==> config.mk <==
export PLATFORM = sky130hd
export DESIGN_NAME = if_stage
export DESIGN_NICKNAME = d
export VERILOG_FILES = /design/src/rtl/if_pkg.sv /design/src/rtl/if_skid_buf.sv /design/src/rtl/if_stage.sv
export SDC_FILE = /design/constraint.sdc
export NUM_CORES = 1
export LEC_CHECK = 0
export CAP_MARGIN = 20
export CORE_UTILIZATION = 52
export CTS_CLUSTER_DIAMETER = 200
export DETAILED_ROUTE_END_ITERATION = 12
export GPL_TIMING_DRIVEN = 0
export HOLD_SLACK_MARGIN = 0.08
export PLACE_DENSITY_LB_ADDON = 0.12
export SLEW_MARGIN = 20
export SYNTH_ARGS = -nofsm -noshare
export SYNTH_HDL_FRONTEND = slang
export SYNTH_HIERARCHICAL = 1
export SYNTH_SLANG_ARGS = --single-unit
==> constraint.sdc <==
create_clock -name clk -period 2.7 [get_ports clk]
set_input_delay 0.54 -clock clk [delete_from_list [all_inputs] [get_ports clk]]
set_output_delay 0.54 -clock clk [all_outputs]
set_load 0.02 [all_outputs]
==> src/rtl/if_pkg.sv <==
// Shared types and constants for the instruction-fetch stage.
// No logic here: state encoding, widths and the NOP word.
// Imported by if_stage and if_skid_buf.
package if_pkg;

    localparam int XLEN   = 32;
    localparam int JIDX_W = 26;

    localparam logic [XLEN-1:0] NOP = 32'h0000_0000;

    // REQ: fetching at pc; SQUASH: waiting out a stale fetch; HOLD: word parked in skid buffer
    typedef enum logic [1:0] {
        REQ    = 2'd0,
        SQUASH = 2'd1,
        HOLD   = 2'd2
    } if_state_t;

endpackage

==> src/rtl/if_skid_buf.sv <==
// One-entry {instr, pc4} park slot for a word that returned while decode was stalled.
// Latency: loaded word visible on the outputs one edge after load.
// Backpressure: none of its own; the fetch FSM stops requesting while the slot is full.
module if_skid_buf
    import if_pkg::*;
(
    input  logic            clk,
    input  logic            rst,
    input  logic            load,
    input  logic            clear,
    input  logic [XLEN-1:0] instr_in,
    input  logic [XLEN-1:0] pc4_in,
    output logic [XLEN-1:0] instr,
    output logic [XLEN-1:0] pc4,
    output logic            valid
);

    // Capture on load, drop on clear; load and clear are never asserted together
    always_ff @(posedge clk) begin
        if (!rst) begin
            instr <= NOP;
            pc4   <= '0;
            valid <= 1'b0;
        end else if (load) begin
            instr <= instr_in;
            pc4   <= pc4_in;
            valid <= 1'b1;
        end else if (clear) begin
            valid <= 1'b0;
        end
    end

endmodule

==> src/rtl/if_stage.sv <==
// MIPS instruction fetch: owns pc, drives req/ack imem port, fills the IF/ID register (IR, nextInst).
// Latency: ack-to-IR is one edge; a zero-wait memory sustains one instruction per cycle.
// Backpressure: stall freezes pc and IF/ID; a word acked under stall parks in a skid buffer (optional IF_SQUASH_CNT_EN adds squash_cnt).
module if_stage
    import if_pkg::*;
#(
    parameter logic [31:0] RESET_PC = 32'h0000_0000
) (
    input  logic              clk,
    input  logic              rst,
    input  logic              stall,
    input  logic              PcSrc,
    input  logic [XLEN-1:0]   beqAdr,
    input  logic              jump,
    input  logic [JIDX_W-1:0] jmpAdr,
    output logic              imem_req,
    output logic [XLEN-1:0]   imem_addr,
    input  logic              imem_ack,
    input  logic [XLEN-1:0]   imem_rdata,
    output logic [XLEN-1:0]   IR,
    output logic [XLEN-1:0]   nextInst,
    output logic              if_valid
`ifdef IF_SQUASH_CNT_EN
    ,
    output logic [15:0]       squash_cnt
`endif
);

    if_state_t       state, state_n;
    logic [XLEN-1:0] pc, pc_n;
    logic [XLEN-1:0] squash_addr, squash_addr_n;
    logic [XLEN-1:0] ir_n, next_inst_n;
    logic            valid_n;

    logic            redir;
    logic [29:0]     target_hi;
    logic [XLEN-1:0] pc_plus4;
    logic [XLEN-1:0] redir_pc;
    logic [1:0]      beq_lsb_unused;

    logic            buf_load, buf_clear, buf_valid;
    logic [XLEN-1:0] buf_instr, buf_pc4;

    // Redirects are only honoured when decode is not stalled; branch beats jump
    assign redir     = (PcSrc | jump) & ~stall;
    assign target_hi = PcSrc ? beqAdr[31:2] : {nextInst[31:28], jmpAdr};
    // pc[1:0] is left untouched by every update, including redirects
    assign redir_pc  = {target_hi, pc[1:0]};
    assign pc_plus4  = pc + 32'd4;
    assign beq_lsb_unused = beqAdr[1:0];

    assign imem_req  = (state != HOLD);
    assign imem_addr = (state == SQUASH) ? squash_addr : pc;

    if_skid_buf u_skid (
        .clk      (clk),
        .rst      (rst),
        .load     (buf_load),
        .clear    (buf_clear),
        .instr_in (imem_rdata),
        .pc4_in   (pc_plus4),
        .instr    (buf_instr),
        .pc4      (buf_pc4),
        .valid    (buf_valid)
    );

    // State register
    always_ff @(posedge clk) begin
        if (!rst) begin
            state <= REQ;
        end else begin
            state <= state_n;
        end
    end

    // pc, squash address and IF/ID pipeline register
    always_ff @(posedge clk) begin
        if (!rst) begin
            pc          <= RESET_PC;
            squash_addr <= '0;
            IR          <= NOP;
            nextInst    <= '0;
            if_valid    <= 1'b0;
        end else begin
            pc          <= pc_n;
            squash_addr <= squash_addr_n;
            IR          <= ir_n;
            nextInst    <= next_inst_n;
            if_valid    <= valid_n;
        end
    end

    // Next-state and datapath selection; everything holds unless a branch below says otherwise
    always_comb begin
        state_n       = state;
        pc_n          = pc;
        squash_addr_n = squash_addr;
        ir_n          = IR;
        next_inst_n   = nextInst;
        valid_n       = if_valid;
        buf_load      = 1'b0;
        buf_clear     = 1'b0;

        case (state)
            REQ: begin
                if (redir) begin
                    // Any word arriving now is on the wrong path
                    pc_n    = redir_pc;
                    ir_n    = NOP;
                    valid_n = 1'b0;
                    if (!imem_ack) begin
                        // Keep presenting the old address until memory answers it
                        squash_addr_n = pc;
                        state_n       = SQUASH;
                    end
                end else if (stall) begin
                    if (imem_ack) begin
                        buf_load = 1'b1;
                        pc_n     = pc_plus4;
                        state_n  = HOLD;
                    end
                end else if (imem_ack) begin
                    ir_n        = imem_rdata;
                    next_inst_n = pc_plus4;
                    valid_n     = 1'b1;
                    pc_n        = pc_plus4;
                end else begin
                    ir_n    = NOP;
                    valid_n = 1'b0;
                end
            end
            SQUASH: begin
                if (imem_ack) begin
                    state_n = REQ;
                end
                if (redir) begin
                    pc_n = redir_pc;
                end
                if (!stall) begin
                    ir_n    = NOP;
                    valid_n = 1'b0;
                end
            end
            HOLD: begin
                if (redir) begin
                    buf_clear = 1'b1;
                    ir_n      = NOP;
                    valid_n   = 1'b0;
                    pc_n      = redir_pc;
                    state_n   = REQ;
                end else if (!stall) begin
                    buf_clear   = 1'b1;
                    ir_n        = buf_valid ? buf_instr : NOP;
                    next_inst_n = buf_pc4;
                    valid_n     = buf_valid;
                    state_n     = REQ;
                end
            end
            default: begin
                state_n = REQ;
            end
        endcase
    end

`ifdef IF_SQUASH_CNT_EN
    // Count accepted redirects, wrapping at 16 bits
    always_ff @(posedge clk) begin
        if (!rst) begin
            squash_cnt <= '0;
        end else if (redir) begin
            squash_cnt <= squash_cnt + 16'd1;
        end
    end
`endif

endmodule

==> flow_summary_export.csv <==
group,metric,value,unit
pwr,power,7.51,mW
hold_path,hold_path.startpoint,"squash_addr[22]",
setup_path,critPathCaptureType,"flop",
clock_tree,cts_made_buffers,17,
grt,grt.overflow.total,0,
route,num_vias,9357,
finish,drive_gt1_frac,0.0965,
die,initial_core_util,0.533,
route,wl,30300,µm
sta,setup_violations,1,
route,met1_length,13000,µm
setup_path,rr_worst_depth,7,
finish,finalNonFillerCells,1576,
sta,timing.final.crit_share,1.02,
logic_synthesis,synth_area_per_cell,8.51,µm²
setup_path,start_kind,"flop",
logic_synthesis,synth_area,9610,µm²
logic_synthesis,yosys-top-cells-area,"dfxtp_1, mux2i_1, nand2_1, nor2b_1, a21oi_1",
sta,hold_violations,0,
clock_tree,insertion_delay,0.44,ns
route,wl_met3,2650,µm
setup_path,cp.required,3.03,ns
setup_path,r2r_end,"u_skid/pc4[28]",
hold_path,min_path_type,"flop to flop",
grt,grt_antenna_before_repair,0,
die,die_h,138,µm
grt,grt_pass1_vias,8376,
sta,layout_setup_ws,-0.0427,ns
route,dr.max_layer_used,"met4",
logic_synthesis,ys.flop_type,"dfxtp_1",
run_status,status,"finished with violations",
die,num_io_pins,194,
route,post_drt_wl_per_cell,19.2,µm
setup_path,path_max_fanout,9,
sta,max_freq,365,MHz
sta,slew_viol_final,0,
pwr,worst_ir_drop_vdd,0.000502,V
setup_path,arrival,3.08,ns
finish,area_delta_synth_final,29.7,%
logic_synthesis,synthCells,1129,
logic_synthesis,synth_warnings,6,
die,core_area,18000,µm²
clock_tree,tritoncts,"built",
place,dpl.cell_count,1548,
logic_synthesis,ys_ff_latch,192,
place,gp_congestion,0.982,
logic_synthesis,synth_edf_count,0,
sta,setup_tns,-0.0427,ns
route,wl_met2,13800,µm
clock_tree,htree_num_levels,4,
grt,grtUsageTotal,0.317,
grt,grt_pass1_wl,45400,µm
finish,fillCellCount,1536,
sta,fin_worst_skew,0.0118,ns
setup_path,reg2reg_setup_slack,-0.04,ns
route,postRouteAntennaNets,0,
setup_path,r2r_start,"pc[3]",
run,maxCapViolCount,0,
logic_synthesis,synth_top_cell_by_area,"dfxtp_1",
route,vias_per_cell,5.94,
logic_synthesis,synth_most_common_cell,"dfxtp_1",
logic_synthesis,synthArstFlopShare,0,
logic_synthesis,ys_seq_area_frac,0.400,
sta,relSlewSlack,0.447,
clock_tree,clockRootBuffer,"clkbuf_16",
clock_tree,clk_path_buf_depth,2,
pwr,power.density,602,nW/µm²
place,portBuffers,187,
finish,final_nets,1435,
grt,grt_max_degree,19,
die,dieArea,19000,µm²
route,drc,0,
sta,tightest_slew,0.829,ns
clock_tree,clkTransAtPathRegs,0.07,ns
pwr,p_leak,4.61,nW
sta,holdWs,0.455,ns
run_status,violations,"setup timing",
clock_tree,numClockSinks,192,
die,die_w,138,µm
die,rows,49,
setup_path,critPathKind,"flop to flop",
logic_synthesis,ys_types,57,
hold_path,holdPathStages,2,
place,hpwlAfterDp,22000,µm
route,dr.pass1.iters,5,
finish,diodes,0,
sta,fin_crit,2.74,ns
route,drt_iter0_drc,823,
hold_path,min_to,"squash_addr[22]",
sta,rsz0062_at_grt,"yes",
logic_synthesis,synth_top_cell_area_share,0.400,
logic_synthesis,ys_top_cells_by_count,"dfxtp_1, nand2_1, mux2i_1",
layer usage:
layer	global-route usage	up-vias
met1	0.432	4395
met5	0	-
li1	-	4411
met3	0.0607	69
met2	0.493	482
met4	0.126	0
worst max-delay path, cell delays in order, from the launching register on:
cell     delay [ns]
dfxtp_1        0.45
ha_1           0.30
nand3_1        0.43
nor4_1         0.71
a21oi_1        0.23
or2_2          0.34
mux2i_1        0.14
nor2b_1        0.06
cells in the final DEF, fill, tap and decap left out, types with 5 or more instances in the layout:
cell type and count:
or2_2 9, o31ai_1 5, inv_1 11, a31oi_1 9
nor4_1 13, and3_1 8, dlygate4sd2_1 25, a21oi_1 78
clkbuf_1 62, nor3_1 51, o21a_1 7, mux2_2 29
clkbuf_16 17, nand4_1 14, nand2b_1 12, buf_2 13
and4_1 9, buf_6 5, o21ai_0 46, nor2_1 61
o211ai_1 15, nand3_1 33, nor2b_1 67, nand2_1 130
a21boi_0 7, a221oi_1 32, o31a_1 6, dfxtp_1 192
xor2_1 6, mux2i_1 91, clkdlybuf4s50_1 161, or4_1 5
xnor2_1 13, clkbuf_2 14, buf_4 11
state kept, by name, summed over array words and instances, names as in the netlist:
register      flops
pc               30
u_skid/instr     32
nextInst         32
u_skid/valid      1
u_skid/pc4       32
if_valid          1
IR               32
squash_addr      30
state             2
where the power goes:
group          leakage (nW)  switching [mW]  total, mW  internal (mW)
clock                 0.314            1.21       2.79           1.59
sequential             1.56           0.103       3.09           2.99
combinational          2.73           0.938       1.62          0.684
repair_timing:
item                                    CTS  global route
endpoints found under the setup margin   90            93
gates resized for setup                  45            28
pin swaps                                 1             0
setup buffers                             0             0
hold buffers                              0             0
worst max-delay path by stage:
stage / from / to / cells past startpoint
floorplan: stall / pc[30] / 7
global placement: jump / pc[30] / 7
detailed placement: jump / pc[30] / 7
CTS: state[1] / imem_addr[25] / 6
global route: state[1] / nextInst[25] / 9
finish: pc[3] / u_skid/pc4[28] / 7
metrics by stage:
stage	instance area (µm²)	setup slack, ns	util
floorplan	9620	0.472	-
global placement	11800	-0.583	0.654
detailed placement	11800	-0.588	0.654
CTS	12500	0.000930	0.691
global route	12500	-0.0595	0.692
finish	12500	-0.0427	0.692
area by class of cell:
type,count,area [µm²],share of cell area
multi-input combinational,812,5190,0.416
sequential,192,3840,0.308
timing repair buffer,187,1840,0.148
buffer,112,613,0.0492
clock buffer,18,429,0.0344
tap,229,287,0.0230
clock inverter,14,218,0.0175
inverter,12,45.0,0.00361
cells by family after synthesis:
logic type               Yosys count  share of synthesized area
AO/OA/AOI/OAI                    235                      0.157
XOR/XNOR                          19                     0.0173
adder cells (fa/ha/maj)            5                    0.00651
buffers and inverters            128                     0.0665
flip-flops                       192                      0.400
multiplexers                     120                      0.129
other                              1                   0.000390
AND/OR/NAND/NOR                  429                      0.224
Power figures use the tool's default switching activity.
